File: src/rtl/display_pkg.sv
// -----------------------------------------------------------------------------
// display_pkg
//   Shared definitions for the tic-tac-toe board redraw path.
//   - Screen, cell and grid geometry constants.
//   - Command field widths and background colour.
//   - Cell index type (0..8, index = row*3 + col) and scheduler state enum.
//   - cell_x0 / cell_y0: top-left corner of a cell, built from constant
//     pitches so that no runtime multiply or divide is synthesised.
// -----------------------------------------------------------------------------
package display_pkg;

   localparam int unsigned SCR_W   = 320;
   localparam int unsigned SCR_H   = 240;
   localparam int unsigned CELL_W  = 104;
   localparam int unsigned CELL_H  = 77;
   localparam int unsigned GAP_X   = 4;
   localparam int unsigned GAP_Y   = 4;
   localparam int unsigned COLOR_W = 3;
   localparam int unsigned N_CELLS = 9;

   localparam int unsigned X_W = 9;
   localparam int unsigned Y_W = 8;

   localparam int unsigned PITCH_X = CELL_W + GAP_X;
   localparam int unsigned PITCH_Y = CELL_H + GAP_Y;

   localparam logic [COLOR_W-1:0] BG_COLOR = 3'b111;

   typedef logic [3:0] cell_idx_t;

   typedef enum logic [1:0] {
      S_BG,
      S_IDLE,
      S_CELL
   } state_t;

   // Column is idx mod 3; enumerated so only constant pitches appear.
   function automatic logic [X_W-1:0] cell_x0(input cell_idx_t idx);
      case (idx)
         4'd0, 4'd3, 4'd6: cell_x0 = '0;
         4'd1, 4'd4, 4'd7: cell_x0 = X_W'(PITCH_X);
         default:          cell_x0 = X_W'(2 * PITCH_X);
      endcase
   endfunction

   // Row is idx div 3.
   function automatic logic [Y_W-1:0] cell_y0(input cell_idx_t idx);
      case (idx)
         4'd0, 4'd1, 4'd2: cell_y0 = '0;
         4'd3, 4'd4, 4'd5: cell_y0 = Y_W'(PITCH_Y);
         default:          cell_y0 = Y_W'(2 * PITCH_Y);
      endcase
   endfunction

endpackage

File: src/rtl/dirty_pick.sv
// -----------------------------------------------------------------------------
// dirty_pick
//   Purely combinational priority picker over the cell dirty vector.
//   Ports:
//     dirty  in   N_CELLS  one bit per cell, set when the cell needs a redraw
//     idx    out  4        lowest set index (0 when nothing is set)
//     any    out  1        at least one bit set
// -----------------------------------------------------------------------------
module dirty_pick
   import display_pkg::*;
(
   input  logic [N_CELLS-1:0] dirty,
   output cell_idx_t          idx,
   output logic               any
);

   // Scanning downwards lets the lowest set bit win the last assignment.
   always_comb begin
      idx = '0;
      any = |dirty;
      for (int unsigned i = N_CELLS; i > 0; i--) begin
         if (dirty[i-1]) begin
            idx = cell_idx_t'(i - 1);
         end
      end
   end

endmodule

File: src/rtl/cell_redraw_scheduler.sv
// -----------------------------------------------------------------------------
// cell_redraw_scheduler
//   Sequences redraws of the 3x3 tic-tac-toe board: one full-screen clear,
//   then one rectangle-fill command per changed cell, handed to the
//   rectangle filler over a valid/ready handshake.
//
//   Ports:
//     clk           in   1               system clock
//     rst           in   1               asynchronous reset, active-low
//     cell_color    in   9*COLOR_W       cell i at [i*COLOR_W +: COLOR_W]
//     force_redraw  in   1               pulse: full clear + repaint
//     cursor_cell   in   4               (CURSOR_HIGHLIGHT_EN only) >8 = none
//     cmd_valid     out  1               command valid
//     cmd_ready     in   1               filler accepts command
//     cmd_x0/y0     out  9/8             rectangle top-left corner
//     cmd_w/h       out  9/8             rectangle size
//     cmd_color     out  COLOR_W         fill colour
//     busy          out  1               state is not S_IDLE
//     frame_done    out  1               pulse: board settled after cell work
//
//   Optional feature macro: CURSOR_HIGHLIGHT_EN
//     Adds cursor_cell; the cursor cell is drawn with inverted colour and a
//     cursor move dirties both the old and the new cell.
// -----------------------------------------------------------------------------
module cell_redraw_scheduler
   import display_pkg::*;
(
   input  logic                       clk,
   input  logic                       rst,
   input  logic [N_CELLS*COLOR_W-1:0] cell_color,
   input  logic                       force_redraw,
`ifdef CURSOR_HIGHLIGHT_EN
   input  logic [3:0]                 cursor_cell,
`endif
   output logic                       cmd_valid,
   input  logic                       cmd_ready,
   output logic [X_W-1:0]             cmd_x0,
   output logic [Y_W-1:0]             cmd_y0,
   output logic [X_W-1:0]             cmd_w,
   output logic [Y_W-1:0]             cmd_h,
   output logic [COLOR_W-1:0]         cmd_color,
   output logic                       busy,
   output logic                       frame_done
);

   state_t                            state_q,      state_d;
   logic [N_CELLS-1:0]                dirty_q,      dirty_d;
   logic [N_CELLS-1:0][COLOR_W-1:0]   shadow_q,     shadow_d;
   logic [X_W-1:0]                    cmd_x0_q,     cmd_x0_d;
   logic [Y_W-1:0]                    cmd_y0_q,     cmd_y0_d;
   logic [X_W-1:0]                    cmd_w_q,      cmd_w_d;
   logic [Y_W-1:0]                    cmd_h_q,      cmd_h_d;
   logic [COLOR_W-1:0]                cmd_color_q,  cmd_color_d;
   logic                              cmd_valid_q,  cmd_valid_d;
   logic                              frame_done_q, frame_done_d;
   logic                              force_pend_q, force_pend_d;
   logic                              cell_done_q,  cell_done_d;
   cell_idx_t                         cur_idx_q,    cur_idx_d;
`ifdef CURSOR_HIGHLIGHT_EN
   logic [3:0]                        cursor_q,     cursor_d;
`endif

   logic [N_CELLS-1:0][COLOR_W-1:0]   draw_color;
   logic [N_CELLS-1:0]                changed;
   logic [N_CELLS-1:0]                cursor_mark;
   logic [N_CELLS-1:0]                dirty_eff;
   cell_idx_t                         pick_idx;
   logic                              pick_any;
   logic                              handshake;

   // Colour each cell should show on screen, and whether it differs from
   // what was last drawn there.
   always_comb begin
      cursor_mark = '0;
      for (int unsigned i = 0; i < N_CELLS; i++) begin
         draw_color[i] = cell_color[i*COLOR_W +: COLOR_W];
`ifdef CURSOR_HIGHLIGHT_EN
         if (cursor_cell == 4'(i)) begin
            draw_color[i] = ~cell_color[i*COLOR_W +: COLOR_W];
         end
         if ((cursor_cell != cursor_q) &&
             ((cursor_cell == 4'(i)) || (cursor_q == 4'(i)))) begin
            cursor_mark[i] = 1'b1;
         end
`endif
         changed[i] = (draw_color[i] != shadow_q[i]);
      end
   end

   assign dirty_eff = dirty_q | changed;
   assign handshake = cmd_valid_q && cmd_ready;

   dirty_pick u_pick (
      .dirty (dirty_eff),
      .idx   (pick_idx),
      .any   (pick_any)
   );

   always_comb begin
      state_d      = state_q;
      dirty_d      = dirty_q;
      shadow_d     = shadow_q;
      cmd_x0_d     = cmd_x0_q;
      cmd_y0_d     = cmd_y0_q;
      cmd_w_d      = cmd_w_q;
      cmd_h_d      = cmd_h_q;
      cmd_color_d  = cmd_color_q;
      cmd_valid_d  = cmd_valid_q;
      frame_done_d = 1'b0;
      force_pend_d = force_pend_q | force_redraw;
      cell_done_d  = cell_done_q;
      cur_idx_d    = cur_idx_q;
`ifdef CURSOR_HIGHLIGHT_EN
      cursor_d     = cursor_cell;
`endif

      case (state_q)
         S_BG: begin
            // Out of reset the command registers are zero; the clear
            // command is loaded on the first cycle.
            if (!cmd_valid_q) begin
               cmd_x0_d    = '0;
               cmd_y0_d    = '0;
               cmd_w_d     = X_W'(SCR_W);
               cmd_h_d     = Y_W'(SCR_H);
               cmd_color_d = BG_COLOR;
               cmd_valid_d = 1'b1;
            end else if (handshake) begin
               dirty_d = '1;
               if (force_pend_d) begin
                  // A redraw request that arrived during the clear repeats
                  // it; the clear command stays loaded and valid.
                  force_pend_d = 1'b0;
               end else begin
                  cmd_valid_d = 1'b0;
                  state_d     = S_IDLE;
               end
            end
         end

         S_IDLE: begin
            if (force_pend_d) begin
               force_pend_d = 1'b0;
               cmd_x0_d     = '0;
               cmd_y0_d     = '0;
               cmd_w_d      = X_W'(SCR_W);
               cmd_h_d      = Y_W'(SCR_H);
               cmd_color_d  = BG_COLOR;
               cmd_valid_d  = 1'b1;
               state_d      = S_BG;
            end else begin
               dirty_d = dirty_eff;
               if (pick_any) begin
                  cmd_x0_d    = cell_x0(pick_idx);
                  cmd_y0_d    = cell_y0(pick_idx);
                  cmd_w_d     = X_W'(CELL_W);
                  cmd_h_d     = Y_W'(CELL_H);
                  cmd_color_d = draw_color[pick_idx];
                  cmd_valid_d = 1'b1;
                  cur_idx_d   = pick_idx;
                  state_d     = S_CELL;
               end else if (cell_done_q) begin
                  frame_done_d = 1'b1;
                  cell_done_d  = 1'b0;
               end
            end
         end

         S_CELL: begin
            if (handshake) begin
               // Shadow records what was actually drawn, so a colour that
               // moved on while stalled is picked up again in S_IDLE.
               shadow_d[cur_idx_q] = cmd_color_q;
               dirty_d[cur_idx_q]  = 1'b0;
               cell_done_d         = 1'b1;
               if (force_pend_d) begin
                  force_pend_d = 1'b0;
                  cmd_x0_d     = '0;
                  cmd_y0_d     = '0;
                  cmd_w_d      = X_W'(SCR_W);
                  cmd_h_d      = Y_W'(SCR_H);
                  cmd_color_d  = BG_COLOR;
                  state_d      = S_BG;
               end else begin
                  cmd_valid_d = 1'b0;
                  state_d     = S_IDLE;
               end
            end
         end

         default: begin
            state_d = S_BG;
         end
      endcase

      dirty_d = dirty_d | cursor_mark;
   end

   always_ff @(posedge clk or negedge rst) begin
      if (!rst) begin
         state_q      <= S_BG;
         dirty_q      <= '1;
         shadow_q     <= '0;
         cmd_x0_q     <= '0;
         cmd_y0_q     <= '0;
         cmd_w_q      <= '0;
         cmd_h_q      <= '0;
         cmd_color_q  <= '0;
         cmd_valid_q  <= 1'b0;
         frame_done_q <= 1'b0;
         force_pend_q <= 1'b0;
         cell_done_q  <= 1'b0;
         cur_idx_q    <= '0;
`ifdef CURSOR_HIGHLIGHT_EN
         cursor_q     <= '1;
`endif
      end else begin
         state_q      <= state_d;
         dirty_q      <= dirty_d;
         shadow_q     <= shadow_d;
         cmd_x0_q     <= cmd_x0_d;
         cmd_y0_q     <= cmd_y0_d;
         cmd_w_q      <= cmd_w_d;
         cmd_h_q      <= cmd_h_d;
         cmd_color_q  <= cmd_color_d;
         cmd_valid_q  <= cmd_valid_d;
         frame_done_q <= frame_done_d;
         force_pend_q <= force_pend_d;
         cell_done_q  <= cell_done_d;
         cur_idx_q    <= cur_idx_d;
`ifdef CURSOR_HIGHLIGHT_EN
         cursor_q     <= cursor_d;
`endif
      end
   end

   assign cmd_valid  = cmd_valid_q;
   assign cmd_x0     = cmd_x0_q;
   assign cmd_y0     = cmd_y0_q;
   assign cmd_w      = cmd_w_q;
   assign cmd_h      = cmd_h_q;
   assign cmd_color  = cmd_color_q;
   assign frame_done = frame_done_q;
   assign busy       = (state_q != S_IDLE);

endmodule
File: config.mk
export PLATFORM = sky130hd
export DESIGN_NAME = cell_redraw_scheduler
export DESIGN_NICKNAME = d
export VERILOG_FILES = /design/src/rtl/display_pkg.sv /design/src/rtl/dirty_pick.sv /design/src/rtl/cell_redraw_scheduler.sv
export SDC_FILE = /design/constraint.sdc
export NUM_CORES = 1
export LEC_CHECK = 0
export ABC_AREA = 1
export ABC_CLOCK_PERIOD_IN_PS = 2600
export BUFFER_PORTS_ARGS = -buffer_cell sky130_fd_sc_hd__buf_2
export CAP_MARGIN = 5
export CORE_MARGIN = 2
export CORE_UTILIZATION = 56
export CTS_CLUSTER_SIZE = 30
export DETAILED_ROUTE_END_ITERATION = 7
export PLACE_DENSITY = 0.81
export SKIP_CTS_REPAIR_TIMING = 1
export SLEW_MARGIN = 20
export SYNTH_ARGS = -nofsm -noshare
export SYNTH_HDL_FRONTEND = slang
export SYNTH_SLANG_ARGS = --single-unit
export TNS_END_PERCENT = 1
File: constraint.sdc
create_clock -name clk -period 2.6 [get_ports clk]
set_input_delay 0.52 -clock clk [delete_from_list [all_inputs] [get_ports clk]]
set_output_delay 0.52 -clock clk [all_outputs]
set_load 0.01 [all_outputs]
## Word-level counts from Yosys, hierarchy flattened

Index checks and enable logic that the tools add are counted.

- Bits in registers: 83
- Input bits: 31
- Output and inout bits: 40
- Word-level logic and storage cells: 156

- $lt $le $gt $ge: 3
- Equality and inequality tests: 29
- Muxes and demuxes: 80
- Bitwise operators: 5
- Reduce and logical (&&, ||, !) cells: 18

Operators with widths:

| operator | count |
|---|---|
| $mux 9 | 14 |
| $pmux 9 s3 | 3 |
| $mux 8 | 10 |
| $pmux 8 s3 | 2 |
| $mux 4 | 9 |
| $pmux 8 s2 | 2 |
| $bwmux 27 | 1 |
| $ne 3x3->1 | 9 |
| $mux 3 | 7 |
| $mux 1 | 18 |
| $ne 2x2->1 const B | 9 |
| $eq 4x3->1 const B | 4 |
| $reduce_and 5->1 | 3 |
| $bmux 3 s4 | 1 |
| $demux 3 s4 | 1 |
| $mux 2 | 6 |
| $reduce_or 3->1 | 4 |
| $lt 4x5->1 const B | 2 |
| $and 9x9->9 | 1 |
| $not 9->9 | 1 |
| $or 9x9->9 | 1 |
| $pmux 3 s3 | 1 |
| $reduce_or 9->1 | 1 |
| $eq 4x2->1 const B | 2 |
| other kinds (20) | 23 |

## Depth between registers and ports, before layout

Gate-level depths: netlist (run 1).

- Depth in word-level cells: 17
- Gate-level depth with buffers: 17
- Depth with buffers taken out: 17

## Cells and area by module

A second synthesis (run 1) with hierarchy kept.

- Cell total of the unflattened synthesis: 557
- Area total of the unflattened synthesis: 3771.1 µm²

By module, submodules not included:

| module | times used | cells each | area an instance (µm²) |
|---|---|---|---|
| cell_redraw_scheduler | 1 | 532 | 3644.7 |
| dirty_pick | 1 | 25 | 126.4 |

## Worst setup path before layout (run 1)

OpenSTA, ideal clock, no wires.

- Path type: input port to flip-flop
- Start: in cell_color[24]
- End: reg cmd_x0_q[4] (netlist: cmd_x0[4])
- Library setup time: 117 ps
- Data arrival time: 1827 ps
- Data required time: 2483 ps
- Slack: 656 ps
- Stages: 13
- Path buffers: 0
- Path through: inv_1 nand2_1 nand2_1 nor4_1 nand2_2 nor2_4 nand2_1 o21ai_2 nor3_4 nand2_4 nor2_1 nand2_1 nand2_1

- Longest elaborated chain between the ends: 17
- Elaborated cells between the ends (all ways): 26
- Those cells by class: eq/ne: 7; mux: 13; bitwise: 1; reduce/logical: 5

RTL lines:

| item | line | RTL |
|---|---|---|
| from (decl) | cell_redraw_scheduler.sv:30 | `input logic [N_CELLS*COLOR_W-1:0] cell_color,` |
| $ne 3x3->1 * | cell_redraw_scheduler.sv:86 | `changed[i] = (draw_color[i] != shadow_q[i]);` |
| $or 9x9->9 * | cell_redraw_scheduler.sv:90 | `assign dirty_eff = dirty_q \| changed;` |
| $mux 4 (9 in a row) | dirty_pick.sv:22 | `if (dirty[i-1]) begin` |
| $eq 4x3->1, or another cell as far along | display_pkg.sv:39 | `case (idx)` |
| $reduce_or 3->1 | display_pkg.sv:39 |  |
| $pmux 8 s2 | display_pkg.sv:39 |  |
| $mux 9 | cell_redraw_scheduler.sv:153 | `if (pick_any) begin` |
| $mux 9 | cell_redraw_scheduler.sv:142 | `if (force_pend_d) begin` |
| $pmux 9 s3 | cell_redraw_scheduler.sv:117 | `case (state_q)` |
| to (signal assigned) | cell_redraw_scheduler.sv:221 | `cmd_x0_q <= cmd_x0_d;` |
| to (decl) | cell_redraw_scheduler.sv:49 | `logic [X_W-1:0] cmd_x0_q, cmd_x0_d;` |

Mark *: on every way between the ends. The rest lies on a longest branch, timed or not. The select of a mux whose other input is x is not followed.
A chain may end at the register's enable or synchronous reset.

## Worst setup path in the final report (run 1)

- Start: reg state_q[0]
- End: reg cmd_y0_q[6] (netlist: cmd_y0[6])

- Longest elaborated chain between the ends: 3
- Elaborated cells between the ends (all ways): 10
- Those cells by class: eq/ne: 6; mux: 1; reduce/logical: 3

RTL lines:

| item | line | RTL |
|---|---|---|
| from (decl) | cell_redraw_scheduler.sv:46 | `state_t state_q, state_d;` |
| from (signal assigned) | cell_redraw_scheduler.sv:218 | `state_q <= state_d;` |
| $eq 2x1->1, or another cell as far along | cell_redraw_scheduler.sv:117 |  |
| $ne 3x3->1 (no line), or another cell as far along | n/a |  |
| $reduce_and 5->1 (no line) | n/a |  |
| to (signal assigned) | cell_redraw_scheduler.sv:222 | `cmd_y0_q <= cmd_y0_d;` |
| to (decl) | cell_redraw_scheduler.sv:50 | `logic [Y_W-1:0] cmd_y0_q, cmd_y0_d;` |

Parallel ways exist; a longest one is shown, timed or not.

==> impl_metrics.py, run 1 <==
metrics = {
    "placed_design": {
        "place_congestion": 0.919,
        "placed_cells": 622,
        "place_area_sq_mm": 0.00390,
        "dpl.hpwl_microns": 6770,
        "pre_cts_ws_ns": 0.235,
        "port_buffers": 59,
    },
    "routing": {
        "wl_per_cell_microns": 14.1,
        "drtIter0Drc": 335,
        "drtPass1Iterations": 5,
        "finalWirelength_microns": 9000,
        "ant_nets": 0,
        "drc": 0,
        "vias": 3379,
        "via_per_inst": 5.30,
    },
    "hold_path": {
        "hp-class": "input pin to async pin",
    },
    "power": {
        "swShare": 0.390,
        "p_int_w": 0.00223,
        "vdd_drop_max_mv": 0.466,
        "powerDensity_mw_per_mm2": 885,
        "power_switching_w": 0.00142,
        "clkPwrFrac": 0.260,
        "seq_power_share": 0.354,
        "p_comb_frac": 0.386,
        "leakage_nw": 2.17,
    },
    "timing": {
        "hold_viol": 0,
        "worst_pin_slew_ns": 0.664,
        "relSlewSlack": 0.557,
        "fin_worst_skew_ns": 0.0140,
        "tns_ns": 0,
        "finalWorstSetupSlack_ns": 0.408,
        "fmax_mhz": 456,
        "rsz0062_at_grt": "false",
        "setup-violations-final": 0,
        "report.final.slew_viol_count": 0,
        "fin_crit_sh": 0.843,
        "period_needed_ns": 2.19,
    },
    "setup_path": {
        "r2r-end": "cmd_y0[6]",
        "cpLargestDelayFamily": "simple AND/OR/NAND/NOR gates",
        "arrival_ns": 2.48,
        "r2r_slack_ns": 0.41,
        "cp.buffers_inverters": 3,
        "crit_required_ns": 2.89,
        "start_kind": "flop",
        "startpoint": "state_q[0]",
        "cp.depth": 9,
        "cp_slowest_stage_delay_ns": 0.41,
        "worstPathMaxFanout": 15,
        "slowest_stage": "inv_1",
        "cp-end-kind": "flop",
        "r2r_cells": 9,
        "crit_end": "cmd_y0[6]",
        "r2r-start": "state_q[0]",
        "worstPathCellList": "inv_1 -> ha_1 -> inv_1 -> o22ai_1 -> nor3_4 -> nand2_4 -> inv_4 -> nand2_1 -> nand2_1",
        "critPathKind": "flop to flop",
    },
    "synth": {
        "yosys_warnings": 0,
        "netlist.area_leader.share": 0.333,
        "synth-edff-count": 0,
        "async_reset_ff_frac": 1.00,
        "syn_inst": 497,
        "ys_top_cells_by_area": "dfrtp_1, nand2_1, o21ai_0, dfstp_2, inv_1",
        "synth_area_leader_cell": "dfrtp_1",
        "synth_area_sq_mm": 0.00361,
        "synthFlopType": "dfrtp_1",
        "synth_area_per_cell_sq_um": 7.26,
        "synth-seq-area-share": 0.398,
        "ys_ff_latch": 57,
        "synthDistinctLibCells": 38,
    },
    "clocking": {
        "clkSinkCount": 57,
        "cts_buffers": 9,
        "cts_tree": "yes",
        "cts_buffer_depth": 2,
        "clkTransAtPathRegs_ns": 0.07,
        "clock_latency_ns": 0.34,
        "htree_levels": 3,
        "clock-root-buffer": "clkbuf_8",
    },
    "global_route": {
        "grt_pass1_wl_microns": 15000,
        "antenna_found_initial": 0,
        "groute.usage.overall": 0.269,
        "grt_pass1_vias": 3138,
        "grt_max_degree": 31,
        "grt.overflow.total": 0,
    },
    "status": {
        "status": "complete, no violations",
    },
    "layout": {
        "most-common-layout-cells": "nand2_1, o21ai_0, inv_1, buf_2, nor2_1",
        "fin_cells": 638,
        "fillers": 564,
        "drive_gt1_frac": 0.219,
        "antenna_cells": 0,
        "post-route-cell-area_sq_mm": 0.00413,
        "final_common_cell": "nand2_1",
        "postLayoutCoreUtil": 0.658,
        "nNetsFinal": 591,
        "area.growth.synth_to_final_pct": 14.4,
    },
    "die": {
        "die_h_microns": 84.3,
        "core_sq_mm": 0.00628,
        "start_util": 0.575,
        "die_area_sq_mm": 0.00710,
        "die_w_microns": 84.3,
        "io_pins": 71,
        "row_count": 29,
    },
    "run": {
        "cap_violations": 0,
    },
}
-- through the flow --
stage          hold WS, ns  total power, W
2_1_floorplan        0.224         0.00226
3_3_place_gp         0.459         0.00266
3_5_place_dp         0.472         0.00270
4_1_cts              0.224         0.00365
5_1_grt              0.260         0.00389
6_report             0.214         0.00365
-- synth_stat cells (all sizes together) (2+ instances only) --
| cell type | count |
|---|---|
| nand2 | 137 |
| nor2 | 65 |
| inv | 64 |
| o21ai | 63 |
| dfrtp | 48 |
| nand3 | 29 |
| buf | 27 |
| a21oi | 14 |
| nor3 | 11 |
| dfstp | 9 |
| xor2 | 5 |
| ha | 4 |
| o21bai | 4 |
| a22o | 3 |
| or2 | 3 |
| a211oi | 2 |
| nor4 | 2 |
-- per-layer routing --
layer / GRT usage / wire (microns) / up-vias
li1: - / - / 1663
met1: 0.372 / 4080 / 1545
met2: 0.432 / 4090 / 148
met3: 0.0364 / 642 / 23
met4: 0.104 / 192 / 0
met5: 0 / 0 / -
-- state kept, by name, summed over array words and instances, names as in the netlist --
name and count:
cmd_valid 1, shadow_q 27, cmd_x0 3, state_q 2, cmd_y0 2, cmd_color 3, cell_done_q 1, cur_idx_q 4
dirty_q 9, cmd_w 2, cmd_h 1, frame_done 1, force_pend_q 1
-- area by class of cell --
cell class | instances | area (sq um) | area share
multi-input cells | 357 | 1760 | 0.426
flip-flops and latches | 57 | 1440 | 0.348
repair buffers | 66 | 360 | 0.0873
inverters | 65 | 246 | 0.0597
clock buffers | 11 | 151 | 0.0367
well taps | 77 | 96.3 | 0.0233
clock inverters | 5 | 77.6 | 0.0188
-- power groups by stage --
stage          Clock, W  Sequential, W  Combinational [W]
4_1_cts        0.000954        0.00129            0.00141
3_5_place_dp          0        0.00130            0.00140
6_report       0.000950        0.00129            0.00141
3_3_place_gp          0        0.00129            0.00137
5_1_grt        0.000993        0.00132            0.00158
2_1_floorplan         0        0.00129           0.000972
-- worst min path at each step --
stage,startpoint,endpoint,slack (ns),cells past startpoint
after global routing,rst,shadow_q[14],0.26,1
after global placement,cmd_w[6],cmd_w[6],0.46,1
after floorplan,rst,cell_done_q,0.22,0
after detailed placement,dirty_q[4],dirty_q[4],0.47,2
final,rst,shadow_q[8],0.21,1
after CTS,rst,shadow_q[8],0.22,1
-- cell families (layout without fill, tap and decap cells) --
kind of cell,Yosys count,count (layout),share of synthesized area
adders and majority gates,4,4,0.0139
other,1,11,0.00104
AOI/OAI and AO/OA,88,88,0.138
buffers and inverters,93,147,0.125
xor gates and xnor gates,6,6,0.0146
DFF,57,57,0.398
and+or+nand+nor,248,248,0.310
Power figures use the tool's default switching activity.
==> run 2: changes to the inputs <==
Settings changed: ABC_CLOCK_PERIOD_IN_PS 2600 to 2200.
Clock period 2.6 ns to 2.2 ns, I/O delays scaled along.
==> run 2 against run 1 <==
Non-clock buffer count grew 10. Total power rose by 18%. Sequential power rose by 19%. Via count is 2.0% higher. Clock-buffer cell count increased by 3. Critical endpoint is now cmd_x0[6]. Critical path type unchanged. Combinational power grew 22%. Register-to-register slack got worse by 0.35 ns. Largest cell class unchanged. Routed wire length increased by 1.9%.
==> impl_metrics.py, run 2 (same netlist as run 1, synthesis figures left out) <==
metrics = {
    "global_route": {
        "grt.overflow.total": 0,
        "grt_pass1_vias": 3186,
        "grt_max_degree": 58,
        "grt_pass1_wl_microns": 15100,
        "groute.usage.overall": 0.270,
        "antenna_found_initial": 0,
    },
    "layout": {
        "final_common_cell": "nand2_1",
        "area.growth.synth_to_final_pct": 17.1,
        "largest_register_ffs": 27,
        "antenna_cells": 0,
        "postLayoutCoreUtil": 0.673,
        "nNetsFinal": 601,
        "fillers": 534,
        "reg_top3": "shadow_q (27), dirty_q (9), cur_idx_q (4)",
        "top_register": "shadow_q",
        "drive_gt1_frac": 0.243,
        "most-common-layout-cells": "nand2_1, o21ai_0, inv_1, buf_2, nor2_1",
    },
    "timing": {
        "rsz0062_at_grt": "true",
        "report.final.slew_viol_count": 0,
        "hold_viol": 0,
        "fin_crit_sh": 0.975,
        "fin_worst_skew_ns": 0.00657,
        "period_needed_ns": 2.15,
        "fmax_mhz": 466,
        "setup-violations-final": 0,
    },
    "power": {
        "power_w": 0.00433,
        "leakage_nw": 2.22,
        "vdd_drop_max_mv": 0.692,
        "powerDensity_mw_per_mm2": 1020,
    },
    "setup_path": {
        "arrival_ns": 2.39,
        "critPathKind": "flop to flop",
        "startpoint": "dirty_q[4]",
        "start_kind": "flop",
        "r2r-start": "dirty_q[4]",
        "crit_required_ns": 2.45,
        "cp-end-kind": "flop",
        "worstPathMaxFanout": 6,
    },
    "routing": {
        "drtIter0Drc": 215,
        "ant_nets": 0,
        "wl_per_cell_microns": 14.2,
        "vias": 3445,
        "via_per_inst": 5.32,
        "finalWirelength_microns": 9180,
        "drtPass1Iterations": 5,
        "drc": 0,
    },
    "clocking": {
        "clkTransAtPathRegs_ns": 0.06,
        "clkSinkCount": 57,
        "htree_levels": 3,
        "clock-root-buffer": "clkbuf_8",
        "cts_tree": "yes",
        "cts_buffers": 9,
        "cts_buffer_depth": 2,
        "clock_latency_ns": 0.35,
    },
    "die": {
        "die_w_microns": 84.3,
        "start_util": 0.575,
        "io_pins": 71,
        "core_sq_mm": 0.00628,
        "die_h_microns": 84.3,
        "die_area_sq_mm": 0.00710,
        "row_count": 29,
    },
    "run": {
        "cap_violations": 0,
    },
    "placed_design": {
        "dpl.hpwl_microns": 6780,
        "port_buffers": 59,
        "place_congestion": 0.997,
    },
    "status": {
        "status": "complete, no violations",
    },
    "hold_path": {
        "hp-class": "input pin to async pin",
    },
}
## run 2: layout make-up
type,instances,area [sq um],area share
multi-input combinational,357,1790,0.424
sequential,57,1440,0.340
timing repair buffer,76,435,0.103
inverter,65,249,0.0589
clock buffer,14,183,0.0432
tap,77,96.3,0.0228
clock inverter,2,35.0,0.00829
## run 2: routing by layer
layer	GRT usage	vias up	share of wire	wire, microns
li1	-	1690	-	-
met3	0.0698	18	0.073	669
met5	0	-	0	0
met4	0.0821	0	0.021	189
met1	0.366	1611	0.45	4090
met2	0.428	126	0.46	4220
## run 2: worst max-delay path, stage by stage (launching register included)
cell	delay, ns
dfstp_2	0.53
inv_1	0.03
o21ai_0	0.06
nor2_1	0.07
nand2_2	0.10
nor2_4	0.06
inv_2	0.07
nor2_4	0.04
nand2_2	0.08
nor2_4	0.06
nand2_2	0.06
o21ai_2	0.08
nor3_4	0.38
nand2_4	0.15
o21ai_0	0.25
## run 2: final timing paths
| check | depth (start not counted) | to | slack, ns |
|---|---|---|---|
| hold reg to reg | 1 | cmd_w[6] | 0.48 |
| max in group asynchronous | 2 | dirty_q[2] | 1.81 |
| setup reg to reg | 14 | cmd_x0[6] | 0.05 |
| setup / recovery | 14 | cmd_x0[6] | 0.05 |
| hold / removal | 2 | shadow_q[26] | 0.09 |
| min in group clk | 3 | force_pend_q | 0.43 |
## run 2: per-stage QoR
| stage | area (sq um) | TNS [ns] | instances | setup WS (ns) | hold WS (ns) |
|---|---|---|---|---|---|
| 2_1_floorplan | 3650 | 0 | 507 | 0.336 | 0.144 |
| 3_3_place_gp | 3970 | -0.197 | 631 | -0.0440 | 0.461 |
| 3_5_place_dp | 3970 | -0.344 | 631 | -0.0605 | 0.462 |
| 4_1_cts | 4180 | 0 | 647 | 0.0722 | 0.104 |
| 5_1_grt | 4230 | -0.143 | 648 | -0.0905 | 0.117 |
| 6_report | 4230 | 0 | 648 | 0.0542 | 0.0861 |
## run 2: power by group
part           total (W)  switching, W  internal (W)
logic            0.00172       0.00112      0.000607
registers        0.00154      0.000170       0.00137
clock network    0.00107      0.000420      0.000645
total            0.00433       0.00171       0.00262
